**config.mk**
```make
export PLATFORM = sky130hd
export DESIGN_NAME = branch_redirect
export DESIGN_NICKNAME = d
export VERILOG_FILES = /design/src/rtl/branch_redirect_pkg.sv /design/src/rtl/branch_redirect_target.sv /design/src/rtl/branch_redirect.sv
export SDC_FILE = /design/constraint.sdc
export NUM_CORES = 1
export LEC_CHECK = 0
export CAP_MARGIN = 5
export CORE_ASPECT_RATIO = 0.8
export CORE_MARGIN = 2
export CORE_UTILIZATION = 60
export CTS_CLUSTER_SIZE = 25
export DETAILED_ROUTE_END_ITERATION = 6
export DONT_BUFFER_PORTS = 1
export GPL_ROUTABILITY_DRIVEN = 1
export HOLD_SLACK_MARGIN = 0.12
export PLACE_DENSITY_LB_ADDON = 0.3
export SYNTH_ARGS = -nofsm -noshare
export SYNTH_HDL_FRONTEND = slang
export SYNTH_SLANG_ARGS = --single-unit
```
**constraint.sdc**
```tcl
create_clock -name clk -period 5.1 [get_ports clk]
set_input_delay 1.02 -clock clk [delete_from_list [all_inputs] [get_ports clk]]
set_output_delay 1.02 -clock clk [all_outputs]
set_load 0.05 [all_outputs]
```
**src/rtl/branch_redirect_pkg.sv**
```systemverilog
// Shared types for the execute-stage redirect path: operand widths, control-transfer
// opcodes and the redirect bundle that fetch PC selection consumes.
package branch_redirect_pkg;

    typedef logic        u1;
    typedef logic [63:0] u64;

    typedef enum logic [1:0] {
        BR_NONE   = 2'd0,
        BR_BRANCH = 2'd1,
        BR_JAL    = 2'd2,
        BR_JALR   = 2'd3
    } br_op_t;

    typedef struct packed {
        u1  jump;
        u64 pcsrc;
    } redirect_t;

    // Jumps always transfer control; a conditional branch only when its compare succeeded.
    function automatic u1 wants_redirect(input br_op_t op, input u1 taken);
        return (op == BR_JAL) || (op == BR_JALR) || ((op == BR_BRANCH) && taken);
    endfunction

endpackage

```
**src/rtl/branch_redirect_target.sv**
```systemverilog
// Combinational control-transfer target and link computation (BRANCH/JAL/JALR),
// all arithmetic modulo 2^64.
module branch_redirect_target
    import branch_redirect_pkg::*;
(
    input  br_op_t      op,
    input  logic [63:0] pc,
    input  logic [63:0] rs1,
    input  logic [63:0] imm,
    output logic [63:0] target,
    output logic [63:0] link
);

    u64 base;

    // NOTE: every combinational output gets a value before any conditional override, so no latch is inferred.
    always_comb begin
        base   = (op == BR_JALR) ? rs1 : pc;
        target = base + imm;
        if (op == BR_JALR) begin
            target[0] = 1'b0;
        end
    end

    assign link = pc + 64'd4;

endmodule

```
**src/rtl/branch_redirect.sv**
```systemverilog
// Execute-stage redirect resolver: holds a redirect while fetch is stalled and flushes
// younger stages. Optional redirect counter enabled by BRANCH_REDIRECT_PERF_EN.
module branch_redirect
    import branch_redirect_pkg::*;
#(
    parameter int unsigned CNT_W = 32
) (
    input  logic              clk,
    input  logic              resetn,
    input  logic              ex_valid,
    input  logic [1:0]        ex_op,
    input  logic              ex_taken,
    input  logic [63:0]       ex_pc,
    input  logic [63:0]       ex_rs1,
    input  logic [63:0]       ex_imm,
    input  logic              fetch_stall,
    output logic              jump,
    output logic [63:0]       pcsrc,
    output logic              flush,
    output logic [63:0]       link,
    output logic              busy
`ifdef BRANCH_REDIRECT_PERF_EN
    ,
    output logic [CNT_W-1:0]  redirect_cnt
`endif
);

    localparam logic [0:0] ST_IDLE    = 1'b0;
    localparam logic [0:0] ST_PENDING = 1'b1;

    logic [0:0] state_q;
    logic [0:0] state_d;
    u64         tgt_q;
    u64         target;
    u1          redir_now;
    redirect_t  redir;
    br_op_t     op;

    assign op = br_op_t'(ex_op);

    branch_redirect_target u_target (
        .op     (op),
        .pc     (ex_pc),
        .rs1    (ex_rs1),
        .imm    (ex_imm),
        .target (target),
        .link   (link)
    );

    assign redir_now = ex_valid && wants_redirect(op, ex_taken) && (state_q == ST_IDLE);

    always_comb begin
        state_d     = state_q;
        redir.jump  = 1'b0;
        redir.pcsrc = '0;
        if (state_q == ST_PENDING) begin
            // Wrong-path ex_valid pulses are dropped while the held redirect waits for fetch.
            redir.jump  = 1'b1;
            redir.pcsrc = tgt_q;
            if (!fetch_stall) begin
                state_d = ST_IDLE;
            end
        end else if (redir_now) begin
            redir.jump  = 1'b1;
            redir.pcsrc = target;
            if (fetch_stall) begin
                state_d = ST_PENDING;
            end
        end
    end

    // NOTE: sequential state uses non-blocking assignments so every register samples pre-edge values.
    always_ff @(posedge clk or negedge resetn) begin
        if (!resetn) begin
            state_q <= ST_IDLE;
            tgt_q   <= '0;
        end else begin
            state_q <= state_d;
            if (redir_now && fetch_stall) begin
                tgt_q <= target;
            end
        end
    end

    assign jump  = redir.jump;
    assign pcsrc = redir.pcsrc;
    assign flush = redir.jump;
    assign busy  = (state_q == ST_PENDING);

`ifdef BRANCH_REDIRECT_PERF_EN
    always_ff @(posedge clk or negedge resetn) begin
        if (!resetn) begin
            redirect_cnt <= '0;
        end else if (redir.jump && !fetch_stall) begin
            redirect_cnt <= redirect_cnt + 1'b1;
        end
    end
`endif

endmodule
```
==> results.toml, run 1 <==
[floorplan]
die_h_um = 112
initial_core_util = 0.614
rows = 39
ios = 330
die_w_um = 139

[global_route]
overflow = 5
grt_pass1_vias = 14600
grt_max_degree = 66
grtUsageTotal = 0.805
grt_pass1_wl_um = 94800

[outcome]
stop_error = "[ERROR GRT-0116] Global routing finished with congestion. Check the congestion regions in the DRC Viewer."
status = "did not finish"
lastStage = "5_1_grt"

[place]
numPortBuffers = 0
place_ws_ns = -0.463
dp_hpwl_um = 29100
routabilityCongestion = 1.04

[synthesis]
yosys_warnings = 0
syn_inst = 1049
synthFlopType = "dfrtp_1"
ys_seq_elements = 65
synth_edf_count = 0
ys_top_cells_by_area = "dfrtp_1, mux2_2, ha_1"
yosysSeqAreaShare = 0.186
synth.distinct_cells = 62
netlist_area_um2 = 8750
post-synth-top-area-fraction = 0.186
netlist.top_cell.by_area = "dfrtp_1"
syn_area_per_cell_um2 = 8.34
synthArstFlopShare = 1.00
syn-num-nets = 1319

[cts]
cts-root-buf = "clkbuf_16"
numCtsBuffers = 9
cts_buffer_depth = 2
cts_htree_levels = 3
cts.sinks = 65
ctsHoldBuffers = 0
metrics by stage:
stage	hold slack (ns)	cell area, um^2	std cells
3_3_place_gp	0.462	11900	1488
2_1_floorplan	0.449	8920	1049
3_5_place_dp	0.468	11900	1488
4_1_cts	0.358	13800	1538
Yosys cell counts, types with 4 or more instances:
master    instances
or3_1             4
nand4_1          30
nand2b_1          5
nor4_1            5
a22o_1           56
inv_1            24
dfrtp_1          65
a31oi_1           6
o31ai_1           8
buf_2            16
clkbuf_1         27
a211oi_1          4
buf_4             4
o21ai_0          45
o21a_1            8
ha_1             70
nor3_1           14
xor2_1           42
nand2_1         106
buf_1             4
o211ai_1          7
xnor2_1          76
nor2_1           45
and4_1            9
o21bai_1         16
and2_1            9
nand3_1          36
a21o_1           26
and3_1           21
o21ai_1           6
a21oi_1          87
or2_2             4
mux2_2          119
layer usage:
| metal | GRT usage | GRT overflow |
|---|---|---|
| met1 | 0.813 | 0 |
| met2 | 0.953 | 3 |
| met3 | 0.664 | 0 |
| met4 | 0.806 | 2 |
| met5 | 0.334 | 0 |
logic make-up after synthesis:
| group | Yosys count | share of synthesized area |
|---|---|---|
| AND/OR/NAND/NOR | 303 | 0.174 |
| multiplexers | 120 | 0.154 |
| flip-flops | 65 | 0.186 |
| AO/OA/AOI/OAI | 297 | 0.229 |
| XOR/XNOR | 118 | 0.118 |
| buffers and inverters | 75 | 0.0362 |
| adder cells (fa/ha/maj) | 71 | 0.102 |
repair_timing:
action,4_1_cts
pin swaps,62
gates cloned,3
endpoints found under the setup margin,45
buffers inserted,33
resized for setup,218
==> run 2, diff against run 1 <==
CORE_ASPECT_RATIO = not set   (was 0.8)
CORE_UTILIZATION = 40   (was 60)
CTS_CLUSTER_SIZE = not set   (was 25)
HOLD_SLACK_MARGIN = not set   (was 0.12)
PLACE_DENSITY_LB_ADDON = 0.15   (was 0.3)
clock period = 6.6 ns   (was 5.1 ns; I/O delays follow)
==> run 2 against run 1 <==
  * Synthesized area unchanged
  * Synthesized cell count unchanged
  * The run now ends clean
==> results.toml, run 2 <==
[final_layout]
multi_input_area_um2 = 6840
area_delta_synth_final_pct = 16.6
largest_reg_flops = 64
final_common_cell = "mux2_2"
fill_cells = 2183
postLayoutCoreUtil = 0.472
fin_nets = 1369
seq_area_um2 = 1630
drive_gt1_frac = 0.226
layout_common_cells = "mux2_2, nand2_1, a21oi_1"
n_antenna_cell = 0
largest-register = "tgt_q"

[setup_path]
arrival_ns = 4.90
path_class = "in2out"
worstPathRequired_ns = 5.28
cp-start-kind = "primary input"
cp-end-kind = "primary output"
crit_fanout = 38

[drt]
drc = 0
ant_nets = 0
drt-vias-per-instance = 5.94
dr.pass1.iters = 5
drt_iter0_markers = 460
routedWlPerCell_um = 20.8
totalWireLength_um = 28800
vias = 8217

[synthesis]
yosysSeqAreaShare = 0.186
synthArstFlopShare = 1.00
netlist_area_um2 = 8750
syn_inst = 1049
synth.distinct_cells = 62
post-synth-top-area-fraction = 0.186
yosysMostFrequentCell = "mux2_2"
syn_area_per_cell_um2 = 8.34
syn-num-nets = 1319
ys_top_cells_by_area = "dfrtp_1, mux2_2, ha_1"
yosys_warnings = 0
yosys-top-cells-count = "mux2_2, nand2_1, a21oi_1"
synth_edf_count = 0
synthFlopType = "dfrtp_1"
netlist.top_cell.by_area = "dfrtp_1"
ys_seq_elements = 65

[sta]
drv_slew = 0
hold_ws_ns = 0.475
period_share = 0.942
max_freq_ghz = 0.161
setup-tns-final_ns = 0
skew_ns = 0.00385
rsz0062_at_grt = "no"
hold_viol = 0
setup_viol = 0
slew_headroom = 0.190
tightest_slew_ns = 1.21
fin_crit_ns = 6.22

[job]
drv_cap = 0

[cts]
cts_buffer_depth = 2
cts.sinks = 65
clk_latency_ns = 0.35
ctsHoldBuffers = 0
path_clk_slew_ns = 0.06
numCtsBuffers = 9
cts.repair.resized = 0
cts_tree = "yes"
cts_setup_buffers = 0
cts-root-buf = "clkbuf_16"
cts_htree_levels = 3

[place]
dp_hpwl_um = 23200
numPortBuffers = 0
routabilityCongestion = 0.868

[floorplan]
rows = 54
initial_core_util = 0.405
dieArea_um2 = 23100
die_w_um = 152
ios = 330
core-area_um2 = 21600
die_h_um = 152

[power]
power_density_nw_per_um2 = 256
peakVddDrop_v = 0.000147
power.leakage_nw = 4.36
p_total_w = 0.00261

[global_route]
grt_pass1_wl_um = 45300
grtUsageTotal = 0.241
antenna_found_initial = 0
overflow = 0
grt_pass1_vias = 8349
grt_max_degree = 68

[min_path]
min_path_type = "reg2reg"

[outcome]
status = "finished clean"
==> run 2: cell counts after synthesis <==
Identical to the previous run, type by type.
==> run 2: worst paths after layout <==
path                        endpoint  depth (start not counted)  slack, ns      start
max                        pcsrc[62]                         14       0.38   ex_op[0]
max reg2reg                tgt_q[61]                          6       3.11       busy
max in group asynchronous       busy                          0       5.78     resetn
min                        tgt_q[34]                          2       0.48  tgt_q[34]
min in group asynchronous  tgt_q[25]                          0       0.66     resetn
min reg2reg                tgt_q[34]                          2       0.48  tgt_q[34]
==> run 2: kinds of logic after synthesis <==
logic type	share of synthesized area
XOR/XNOR	0.118
buffers and inverters	0.0362
flip-flops	0.186
adder cells (fa/ha/maj)	0.102
AND/OR/NAND/NOR	0.174
AO/OA/AOI/OAI	0.229
multiplexers	0.154
==> run 2: where the power goes <==
| part | total, W | internal (W) | switching [W] | leakage [nW] |
|---|---|---|---|---|
| clock network | 0.000500 | 0.000293 | 0.000208 | 0.146 |
| logic | 0.00147 | 0.000582 | 0.000889 | 3.44 |
| registers | 0.000636 | 0.000560 | 0.0000765 | 0.774 |
| total | 0.00261 | 0.00143 | 0.00117 | 4.36 |
==> run 2: cell type report <==
class	instances	area share
sequential	65	0.160
clock buffer	9	0.0221
inverter	24	0.00883
multi-input combinational	909	0.670
clock inverter	7	0.00687
timing repair buffer	90	0.0981
tap	280	0.0343
==> run 2: stage by stage <==
stage | instance area [um^2] | instances | setup WS (ns)
after floorplan | 8770 | 1049 | 0.159
after global placement | 9910 | 1368 | 0.439
after detailed placement | 9910 | 1368 | 0.374
after CTS | 10200 | 1384 | 0.372
after global routing | 10200 | 1384 | 0.175
final | 10200 | 1384 | 0.380
==> run 2: worst max-delay path, stage by stage <==
cell and delay, ns:
nand2_4 0.07, buf_12 0.22, mux2_2 0.37, ha_1 0.38, a21oi_1 0.32, o21ai_0 0.26
a21o_1 0.28, a221oi_1 0.28, o21ai_0 0.13, nor3_1 0.53, o31ai_2 0.13, xnor2_1 0.20
a22o_1 0.21, buf_12 0.15
==> run 2: per-layer routing <==
metal	wire length (um)	track usage	up-vias	part of all wire
met3	1580	0.0579	14	0.055
met1	13000	0.311	3971	0.45
li1	-	-	3996	-
met2	14100	0.422	236	0.49
met5	0	0	-	0
met4	178	0.0294	0	0.0062
Power figures use the tool's default switching activity.
